===== src/rtl/display_pkg.sv =====
// display_pkg: shared scan states and constants for the two-digit scanned display.
package display_pkg;

    typedef enum logic [3:0] {
        SHOW0  = 4'b0001,
        BLANK0 = 4'b0010,
        SHOW1  = 4'b0100,
        BLANK1 = 4'b1000
    } scan_state_t;

    localparam logic [1:0] AN_OFF        = 2'b11;
    localparam logic [3:0] DIGIT_DEFAULT = 4'h0;

    function automatic int maxInt(input int a, input int b);
        return (a > b) ? a : b;
    endfunction

endpackage


===== src/rtl/phase_timer.sv =====
// phase_timer: counts 0..limit-1 and flags the last cycle of the phase.
module phase_timer #(
    parameter int CNT_W = 4
) (
    input  logic             clk,
    input  logic             reset_n,
    input  logic             clear,
    input  logic [CNT_W-1:0] limit,
    output logic             done
);

    logic [CNT_W-1:0] count_q;
    logic [CNT_W-1:0] count_d;

    // Terminal flag goes high on the final cycle of the current phase
    always_comb begin
        done = (count_q == (limit - CNT_W'(1)));
    end

    // Count upward, restarting from zero whenever the phase is closed
    always_comb begin
        count_d = count_q + CNT_W'(1);
        if (clear) begin
            count_d = '0;
        end
    end

    // Phase count register
    always_ff @(posedge clk or negedge reset_n) begin
        if (!reset_n) begin
            count_q <= '0;
        end else begin
            count_q <= count_d;
        end
    end

endmodule


===== src/rtl/digit_scan_mux.sv =====
// digit_scan_mux: time-multiplexes two hex digits onto one shared 7-segment
// decoder, driving active-low anodes with a blanking gap between digits.
module digit_scan_mux
    import display_pkg::*;
#(
    parameter int DWELL_CYCLES = 24000,
    parameter int BLANK_CYCLES = 480
) (
    input  logic       clk,
    input  logic       reset_n,
    input  logic [3:0] digit0,
    input  logic [3:0] digit1,
    input  logic       en,
    output logic [3:0] nibble,
    output logic [1:0] an,
    output logic       frame_tick
);

    localparam int CNT_W = $clog2(maxInt(DWELL_CYCLES, BLANK_CYCLES) + 1);

    if (DWELL_CYCLES < 1) begin : gBadDwell
        $error("digit_scan_mux: DWELL_CYCLES must be >= 1");
    end
    if (BLANK_CYCLES < 1) begin : gBadBlank
        $error("digit_scan_mux: BLANK_CYCLES must be >= 1");
    end

    scan_state_t      state_q;
    scan_state_t      state_d;
    logic [3:0]       sh0_q;
    logic [3:0]       sh0_d;
    logic [3:0]       sh1_q;
    logic [3:0]       sh1_d;
    logic [3:0]       nibble_q;
    logic [3:0]       nibble_d;
    logic [1:0]       an_q;
    logic [1:0]       an_d;
    logic             frame_tick_q;
    logic             frame_tick_d;
    logic [CNT_W-1:0] phaseLimit;
    logic             phaseDone;
    logic             frameStart;

    // Show phases last the dwell time, blank phases the blanking time
    always_comb begin
        phaseLimit = CNT_W'(BLANK_CYCLES);
        if ((state_q == SHOW0) || (state_q == SHOW1)) begin
            phaseLimit = CNT_W'(DWELL_CYCLES);
        end
    end

    phase_timer #(
        .CNT_W(CNT_W)
    ) uPhaseTimer (
        .clk    (clk),
        .reset_n(reset_n),
        .clear  (phaseDone),
        .limit  (phaseLimit),
        .done   (phaseDone)
    );

    // A new frame starts when the trailing blank of the left digit expires
    always_comb begin
        frameStart = (state_q == BLANK1) && phaseDone;
    end

    // State register; reset parks in the trailing blank so the first frame
    // starts after one blanking interval
    always_ff @(posedge clk or negedge reset_n) begin
        if (!reset_n) begin
            state_q <= BLANK1;
        end else begin
            state_q <= state_d;
        end
    end

    // Fixed rotation through the four phases, stepping on phase expiry
    always_comb begin
        state_d = state_q;
        case (state_q)
            SHOW0:   if (phaseDone) state_d = BLANK0;
            BLANK0:  if (phaseDone) state_d = SHOW1;
            SHOW1:   if (phaseDone) state_d = BLANK1;
            BLANK1:  if (phaseDone) state_d = SHOW0;
            default: state_d = BLANK1;
        endcase
    end

    // Next outputs follow the next state, so the nibble changes on blank
    // entry and the decoder has settled before the following anode turns on
    always_comb begin
        sh0_d        = frameStart ? digit0 : sh0_q;
        sh1_d        = frameStart ? digit1 : sh1_q;
        an_d         = AN_OFF;
        nibble_d     = sh0_d;
        frame_tick_d = 1'b0;
        case (state_d)
            SHOW0: begin
                an_d         = ~{1'b0, en};
                nibble_d     = sh0_d;
                frame_tick_d = frameStart;
            end
            BLANK0: begin
                nibble_d = sh1_d;
            end
            SHOW1: begin
                an_d     = ~{en, 1'b0};
                nibble_d = sh1_d;
            end
            BLANK1: begin
                nibble_d = sh0_d;
            end
            default: begin
                an_d = AN_OFF;
            end
        endcase
    end

    // Output and shadow registers share the state register's edge
    always_ff @(posedge clk or negedge reset_n) begin
        if (!reset_n) begin
            sh0_q        <= DIGIT_DEFAULT;
            sh1_q        <= DIGIT_DEFAULT;
            nibble_q     <= DIGIT_DEFAULT;
            an_q         <= AN_OFF;
            frame_tick_q <= 1'b0;
        end else begin
            sh0_q        <= sh0_d;
            sh1_q        <= sh1_d;
            nibble_q     <= nibble_d;
            an_q         <= an_d;
            frame_tick_q <= frame_tick_d;
        end
    end

    assign nibble     = nibble_q;
    assign an         = an_q;
    assign frame_tick = frame_tick_q;

    // Both PNP drivers on at once would short the two digits together
    anodeExclusive: assert property (@(posedge clk) disable iff (!reset_n) an_q != 2'b00)
        else $error("digit_scan_mux: both anodes enabled");

endmodule

===== config.mk =====
export PLATFORM = sky130hd
export DESIGN_NAME = digit_scan_mux
export DESIGN_NICKNAME = d
export VERILOG_FILES = /design/src/rtl/display_pkg.sv /design/src/rtl/phase_timer.sv /design/src/rtl/digit_scan_mux.sv
export SDC_FILE = /design/constraint.sdc
export NUM_CORES = 1
export LEC_CHECK = 0
export BUFFER_PORTS_ARGS = -buffer_cell sky130_fd_sc_hd__clkbuf_2
export CAP_MARGIN = 10
export CELL_PAD_IN_SITES_DETAIL_PLACEMENT = 1
export CELL_PAD_IN_SITES_GLOBAL_PLACEMENT = 2
export CORE_MARGIN = 3
export CORE_UTILIZATION = 37
export CTS_CLUSTER_SIZE = 14
export DETAILED_ROUTE_END_ITERATION = 8
export PLACE_DENSITY = 0.83
export REMOVE_ABC_BUFFERS = 1
export SLEW_MARGIN = 0
export SYNTH_ARGS = -nofsm -noshare
export SYNTH_HDL_FRONTEND = slang
export SYNTH_SLANG_ARGS = --single-unit
export TNS_END_PERCENT = 20

===== constraint.sdc =====
create_clock -name clk -period 2.9 [get_ports clk]
set_clock_uncertainty 0.15 [all_clocks]
set_input_delay 0.58 -clock clk [delete_from_list [all_inputs] [get_ports clk]]
set_output_delay 0.58 -clock clk [all_outputs]
set_load 0.005 [all_outputs]

### Yosys cells after proc, flatten, opt, wreduce, memory -nomap -nowiden

Cells that the tools add are included.

| storage, ports and cells | value |
|---|---|
| register bits after elaboration | 34 |
| input port bits | 11 |
| output and inout port bits | 7 |
| logic and storage cells | 34 |

| operators by class | value |
|---|---|
| add/sub/neg operators | 2 |
| equality and inequality tests | 8 |
| muxes and demuxes | 12 |
| bitwise operators | 2 |
| reduce and logical (&&, ||, !) cells | 3 |

Operator list:

| kind | count |
|---|---|
| $mux W15 | 2 |
| $mux W4 | 7 |
| $pmux W4 S4 | 1 |
| $add A15 B1 Y15 const B | 1 |
| $eq A15 B15 Y1 | 1 |
| $sub A15 B1 Y15 const B | 1 |
| $eq A4 B1 Y1 const B | 2 |
| $eq A4 B2 Y1 const B | 2 |
| $eq A4 B3 Y1 const B | 2 |
| $eq A4 B4 Y1 const B | 1 |
| $pmux W2 S2 | 1 |
| $not A1 Y2 | 1 |
| $not A2 Y2 | 1 |
| $reduce_or A2 Y1 | 1 |
| $logic_and A1 B1 Y1 | 1 |
| $logic_or A1 B1 Y1 | 1 |
| $mux W1 | 1 |

### Logic depth before layout (Yosys ltp)

Gate-level depths: netlist of the first run.

| logic depth | value |
|---|---|
| depth after elaboration | 10 |
| mapped depth | 8 |
| depth with buffers taken out | 8 |

### Modules after synthesis

Synthesis of the first run repeated with hierarchy kept, for this count alone.

| unflattened totals | value |
|---|---|
| cell total of the unflattened synthesis | 235 |
| area total of the unflattened synthesis | 2,214.6 um2 |

By module, submodules not included:

| module | instances | cells each | area each (um2) | sequential area each (um2) |
|---|---|---|---|---|
| phase_timer | 1 | 149 | 1,226.2 | 375.4 |
| digit_scan_mux | 1 | 86 | 988.4 | 479.2 |

### Least setup slack after synthesis of the first run

OpenSTA, ideal clock, no wires.

| timing | value |
|---|---|
| path type | reg2reg |
| from | register state_q[0] |
| to | register sh0_q[0] |
| library setup time | 0.117 ns |
| arrival | 1.887 ns |
| data required time | 2.633 ns |
| setup slack | 0.746 ns |
| cell stages (with the launch flop) | 9 |
| cells stage by stage | dfrtp_1 > buf_6 > xnor2_2 > or4b_4 > a21oi_4 > nand3_4 > buf_2 > nand2_1 > nand2_1 |

| on the way | value |
|---|---|
| longest elaborated chain between the ends | 7 |
| elaborated cells on any way between the ends | 9 |
| those cells by class | 1 x add/sub; 4 x eq/ne; 2 x mux; 2 x reduce/logical |

Ends and longest elaborated chain:

| item | RTL line | source |
|---|---|---|
| start: declaration | digit_scan_mux.sv:28 | `scan_state_t state_q;` |
| start signal: assignment | digit_scan_mux.sv:73 | `state_q <= state_d;` |
| $eq A4 B1 Y1 / $eq A4 B3 Y1 (equally long branches) | digit_scan_mux.sv:47 | `if ((state_q == SHOW0) \|\| (state_q == SHOW1)) begin` |
| $logic_or A1 B1 Y1 | digit_scan_mux.sv:47 |  |
| $mux W15 | digit_scan_mux.sv:47 |  |
| $sub A15 B1 Y15 | phase_timer.sv:17 | `done = (count_q == (limit - CNT_W'(1)));` |
| $eq A15 B15 Y1 | phase_timer.sv:17 |  |
| $logic_and A1 B1 Y1 * | digit_scan_mux.sv:64 | `frameStart = (state_q == BLANK1) && phaseDone;` |
| $mux W4 * | digit_scan_mux.sv:92 | `sh0_d = frameStart ? digit0 : sh0_q;` |
| named net sh0_d[0] | digit_scan_mux.sv:31 | `logic [3:0] sh0_d;` |
| end signal: assignment | digit_scan_mux.sv:122 | `sh0_q <= DIGIT_DEFAULT;` |
| end signal: assignment | digit_scan_mux.sv:128 | `sh0_q <= sh0_d;` |
| end: declaration | digit_scan_mux.sv:30 | `logic [3:0] sh0_q;` |

The timed path passes the listed nets; every way through them passes the cells marked *.

### Worst setup path after layout of the first run

| timing | value |
|---|---|
| from | register uPhaseTimer.count_q[0] |
| to | register sh0_q[1] |

| on the way | value |
|---|---|
| longest elaborated chain between the ends | 3 |

Ends and longest elaborated chain:

| item | RTL line | source |
|---|---|---|
| start: declaration | phase_timer.sv:12 | `logic [CNT_W-1:0] count_q;` |
| start signal: assignment | phase_timer.sv:33 | `count_q <= count_d;` |
| $eq A15 B15 Y1 | phase_timer.sv:17 |  |
| $logic_and A1 B1 Y1 | digit_scan_mux.sv:64 |  |
| $mux W4 | digit_scan_mux.sv:92 |  |
| named net sh0_d[1] | digit_scan_mux.sv:31 |  |

The timed path passes the listed nets, and every way through them passes these cells.

==> results of run 1 <==
[synthesized netlist by cell type, types with 4 or more instances]
cell type	count	share of area (%)
nand3_1	7	2.1
a21oi_1	7	2.1
nor3_1	5	1.5
nand2_1	30	6.8
mux2i_1	5	3.0
dfrtp_1	31	47
nor2b_1	5	1.9
xnor2_1	4	2.1
nor2_1	21	4.8
xor2_1	9	4.8
[layer usage]
| metal | vias up | track usage, % | share of wire (%) |
|---|---|---|---|
| met5 | - | 0 | 0 |
| met4 | 0 | 7.99 | 2.7 |
| met2 | 14 | 23.6 | 49 |
| met1 | 581 | 17.6 | 46 |
| li1 | 575 | - | - |
| met3 | 5 | 4.13 | 3.0 |
[report_power, final]
group / internal, mW / switching [mW]
clock network: 0.191 / 0.163
logic: 0.00487 / 0.0111
registers: 0.474 / 0
total: 0.671 / 0.175
[cell families (layout without fill, tap and decap cells)]
family          count (synthesis)  after routing  share of synthesized area [%]
compound gates                 13             13                           6.76
fa+ha+maj                       1              1                          0.759
buf+inv                         8             28                           2.96
simple gates                   87             87                           26.7
mux                             5              5                           3.04
flops                          34             34                           51.9
xor+xnor                       14             14                           7.90
[stage by stage]
step | power [mW] | utilization (%) | worst slack (ns) | std cells | instance area, um^2
finish | 0.845 | 44.7 | 0.460 | 232 | 1850
global route | 0.893 | 44.7 | 0.199 | 232 | 1850
CTS | 0.864 | 44.7 | 0.425 | 232 | 1850
detailed placement | 0.500 | 42.5 | 0.451 | 224 | 1760
global placement | 0.500 | 42.5 | 0.568 | 224 | 1760
floorplan | 0.483 | - | 0.624 | 156 | 1610
[final cells by class]
type	count	area (um^2)
multi-input cells	120	744
inverters	2	7.51
flip-flops and latches	34	855
repair buffers	18	92.6
clock inverters	1	5.00
clock buffers	7	86.3
fillers	496	2290
well taps	50	62.6
[final timing paths]
path	slack [ns]	start	to
setup reg to reg	0.46	uPhaseTimer.count_q[0]$_DFF_PN0_	sh0_q[1]$_DFF_PN0_
setup / recovery	0.46	uPhaseTimer.count_q[0]$_DFF_PN0_	sh0_q[1]$_DFF_PN0_
max in group asynchronous	1.85	reset_n	state_q[0]$_DFF_PN0_
min in group clk	0.29	en	an[1]$_DFF_PN1_
hold / removal	0.23	reset_n	uPhaseTimer.count_q[9]$_DFF_PN0_
hold reg to reg	0.32	sh1_q[3]$_DFF_PN0_	sh1_q[3]$_DFF_PN0_
[registers in the layout, indices dropped and copies added (netlist names)]
register,flops
frame_tick,1
sh0_q,4
nibble,4
state_q,4
an,2
uPhaseTimer.count_q,15
sh1_q,4
[critical path, stage by stage, from the launching register on]
cell and delay, ns:
dfrtp_1 0.40, ha_1 0.24, nand4_1 0.18, or4_1 0.54, a21oi_4 0.30, nand3_4 0.23, inv_2 0.20, nand2_1 0.08
nand2_1 0.07
==> qor.yml, run 1 <==
grt_max_degree: 35
hold_slack_ns: 0.229
row_count: 23
cts_hold_buf: 0
drive_gt1_share_pct: 20.9
hold_viol_final: 0
synth_warnings: 0
htreeDepth: 2
die_y_um: 72.7
grtUsageTotal_pct: 14.6
status: "finished, final reports clean"
place_congestion: 0.747
final-setup-viol-count: 0
dieArea_um2: 5290
ant_nets: 0
hp-class: "in -> async"
period_needed_ns: 2.44
tightest_slew_ns: 0.821
seq_area_frac_synth_pct: 51.9
syn_inst: 162
max_cap_violations: 0
firstDrtPassIters: 4
post-route-period-util_pct: 84.1
cts_buffer_depth: 2
start_util_pct: 39.8
synthFlopType: "dfrtp_1"
drtIter0Drc: 40
tns_ns: 0
startpoint_type: "flip-flop"
netlist_area_um2: 1650
grt_pass1_vias: 1249
synth_area_per_cell_um2: 10.2
core_area_um2: 4140
grt_pass1_wl_mm: 5.80
cp_max_fo: 17
root_buffer: "clkbuf_8"
ir_drop_uv: 286
power_density_nw_per_um2: 456
end_kind: "flip-flop"
clkTransAtPathRegs_ns: 0.07
final_common_cell: "dfrtp_1"
final_cell_mix: "31 x dfrtp_1, 30 x nand2_1, 21 x nor2_1"
vias_per_cell: 5.06
final-max-slew-violation-count: 0
hpwl_mm: 2.39
io_buffers: 17
drc: 0
n_antenna_cell: 0
synth-seq-cells: 34
fin_nets: 193
synth_edf_count: 0
cts_resized: 0
cts_buffers: 5
clkLatencyLatePin_ns: 0.29
cp.arrival_ns: 2.51
ff2ff_path_depth: 8
ios: 18
cts_setup_buffers: 0
die_w_um: 72.7
grt.overflow.total: 0
relSlewSlack_pct: 45.3
power_leakage_nw: 0.788
syn2layout_area_growth_pct: 12.5
clkSinkCount: 34
routed_wl_mm: 3.28
rsz0062_at_grt: "false"
path_class: "reg -> reg"
antenna_found_initial: 0
synthArstFlopShare_pct: 100
crit_required_ns: 2.97
max_freq_mhz: 410
wire_per_inst_um: 14.1
cts_tree: "built"
vias: 1175
ys_types: 37
Note: power is estimated with default switching activity, not from simulation.
==> run 2: changes to the inputs <==
--- a/config.mk
+++ b/config.mk
@@ -5,15 +5,16 @@
 export SDC_FILE = /design/constraint.sdc
 export NUM_CORES = 1
 export LEC_CHECK = 0
+export ABC_AREA = 1
 export BUFFER_PORTS_ARGS = -buffer_cell sky130_fd_sc_hd__clkbuf_2
 export CAP_MARGIN = 10
 export CELL_PAD_IN_SITES_DETAIL_PLACEMENT = 1
 export CELL_PAD_IN_SITES_GLOBAL_PLACEMENT = 2
 export CORE_MARGIN = 3
-export CORE_UTILIZATION = 37
+export CORE_UTILIZATION = 34
 export CTS_CLUSTER_SIZE = 14
 export DETAILED_ROUTE_END_ITERATION = 8
-export PLACE_DENSITY = 0.83
+export PLACE_DENSITY = 0.81
 export REMOVE_ABC_BUFFERS = 1
 export SLEW_MARGIN = 0
 export SYNTH_ARGS = -nofsm -noshare
==> constraint.sdc (replaced) <==
create_clock -name clk -period 2.55 [get_ports clk]
set_clock_uncertainty 0.15 [all_clocks]
set_input_delay 0.51 -clock clk [delete_from_list [all_inputs] [get_ports clk]]
set_output_delay 0.51 -clock clk [all_outputs]
set_load 0.005 [all_outputs]
==> run 2 against run 1 <==
  * Critical path depth rose by 1
  * Core utilization fell by 3.2 points
  * Non-clock buffer count fell by 1
  * Wire length rose by 13%
  * Sequential power rose by 14%
  * Synthesized cell count rose by 16%
  * Sequential share of layout area fell by 0.12 points
==> qor.yml, run 2 <==
status: "finished, final reports clean"
drc: 0
synthFlopType: "dfrtp_1"
path_buf_inv: 0
routed_wl_mm: 3.71
multi_input_area_um2: 652
antenna_found_initial: 0
wl_met3_um: 123
final_cell_mix: "49 x nand2_1, 31 x dfrtp_1, 27 x inv_1"
ff2ff_path_depth: 9
relSlewSlack_pct: 44.5
drive_gt1_share_pct: 21.1
start_util_pct: 36.1
power_uw: 964
final_common_cell: "nand2_1"
cpMaxStageDelayCell: "dfstp_2"
slowest_delay_ns: 0.54
vias_per_cell: 4.84
cp.arrival_ns: 2.03
rsz0062_at_grt: "false"
hold_slack_ns: 0.162
ys_top_cells_by_count: "49 x nand2_1, 31 x dfrtp_1, 27 x inv_1, 18 x nor2_1, 16 x nand3_1"
row_count: 24
synthArstFlopShare_pct: 100
grt_pass1_wl_mm: 6.23
synth_top_area_share_pct: 48.0
hold_viol_final: 0
top_layer_used: "met4"
tightest_slew_ns: 0.833
clkTransAtPathRegs_ns: 0.07
synth_area_per_cell_um2: 8.60
ios: 18
n_antenna_cell: 0
synth-seq-cells: 34
root_buffer: "clkbuf_8"
post-route-period-util_pct: 78.9
cp.depth: 9
syn2layout_area_growth_pct: 14.9
synth_edf_count: 0
cts_setup_buffers: 0
met2WireLength_mm: 1.81
die_w_um: 75.0
max_cap_violations: 0
cts_hold_buf: 0
grt.overflow.total: 0
top_register: "uPhaseTimer.count_q"
cts_tree: "built"
final-setup-viol-count: 0
ir_drop_uv: 342
io_buffers: 17
fin_nets: 224
largest_reg_flops: 15
seq_area_frac_synth_pct: 52.9
core_area_um2: 4470
ys_types: 23
path_class: "reg -> reg"
m1WireLength_mm: 1.72
clkLatencyLatePin_ns: 0.28
period_needed_ns: 2.01
synthTopCellsByArea: "dfrtp_1 48%, nand2_1 11%, inv_1 6.3%, nand3_1 5.0%, dfstp_2 4.9%"
hpwl_mm: 2.82
dieArea_um2: 5620
cp_top_family: "simple AND/OR/NAND/NOR gates"
htreeDepth: 2
cts_buffers: 5
end_kind: "flip-flop"
vias: 1282
power_leakage_nw: 0.938
crit_required_ns: 2.57
ant_nets: 0
path_cells: "nor2_1, nand2_2, nand2_2, o21ai_4, nand3_4, nand2_1, nand3_2, nand3_1, nand2_1"
tns_ns: 0
grt_pass1_vias: 1338
fin_cells: 265
drtIter0Drc: 44
cp_max_fo: 9
cts_buffer_depth: 2
hp-class: "in -> async"
wire_per_inst_um: 14.0
fill_cells: 557
ff_latch_area_um2: 855
place_congestion: 0.808
grtUsageTotal_pct: 14.8
place_inst: 257
synth_warnings: 0
firstDrtPassIters: 4
max_freq_mhz: 497
final-max-slew-violation-count: 0
startpoint_type: "flip-flop"
netlist_area_um2: 1620
clkSinkCount: 34
syn_inst: 188
power_density_nw_per_um2: 519
cts_resized: 0
grt_max_degree: 35
die_y_um: 75.0
synth.most_common_cell: "nand2_1"
synth_top_cell_by_area: "dfrtp_1"
run 2: cell count changes in the layout (fill, tap and decap cells not counted), sizes merged, moves of 3 or more:
cell,previous run,this run
xor2,9,2
o21ai,1,4
nand3b,3,0
a21oi,8,5
nor2b,5,0
nand4,2,7
nand2,30,56
nand3,9,21
inv,2,28
mux2i,5,0
xnor2,5,1
run 2: cell families (layout without fill, tap and decap cells):
group,after synthesis,count (layout),share of synthesized area (%)
buffers and inverters,29,54,6.81
DFF,34,34,52.9
xor gates and xnor gates,3,3,1.63
adders and majority gates,1,1,0.774
and+or+nand+nor,110,110,32.8
AOI/OAI and AO/OA,11,11,5.11
run 2: area by class of cell:
cell class              count  area share, %
clock inverters             1          0.269
inverters                  29           5.93
flip-flops and latches     34           46.0
multi-input cells         125           35.1
repair buffers             17           4.58
well taps                  52           3.50
clock buffers               7           4.65
run 2: routing by layer:
metal	GRT usage (%)	vias to the layer above
met1	19.3	613
met2	22.7	17
met3	4.54	6
met5	0	-
li1	-	646
met4	6.52	0
run 2: final timing paths:
check                                            startpoint                           endpoint  slack (ns)
min in group clk                                         en                    an[1]$_DFF_PN1_        0.22
setup / recovery                       state_q[3]$_DFF_PN1_                nibble[3]$_DFF_PN0_        0.54
max in group asynchronous                           reset_n  uPhaseTimer.count_q[11]$_DFF_PN0_        1.56
hold / removal                                      reset_n                 sh0_q[0]$_DFF_PN0_        0.16
setup reg to reg                       state_q[3]$_DFF_PN1_                nibble[3]$_DFF_PN0_        0.54
hold reg to reg            uPhaseTimer.count_q[0]$_DFF_PN0_   uPhaseTimer.count_q[0]$_DFF_PN0_        0.32
run 2: report_power, final:
part / switching (mW) / internal, mW
Sequential: 0 / 0.540
Combinational: 0.0124 / 0.00536
Clock: 0.189 / 0.218
run 2: through the flow:
step / worst slack (ns) / cell area [um^2] / util, %
floorplan: 0.803 / 1620 / -
global placement: 0.560 / 1770 / 39.5
detailed placement: 0.519 / 1770 / 39.5
CTS: 0.491 / 1860 / 41.5
global route: 0.317 / 1860 / 41.5
finish: 0.538 / 1860 / 41.5
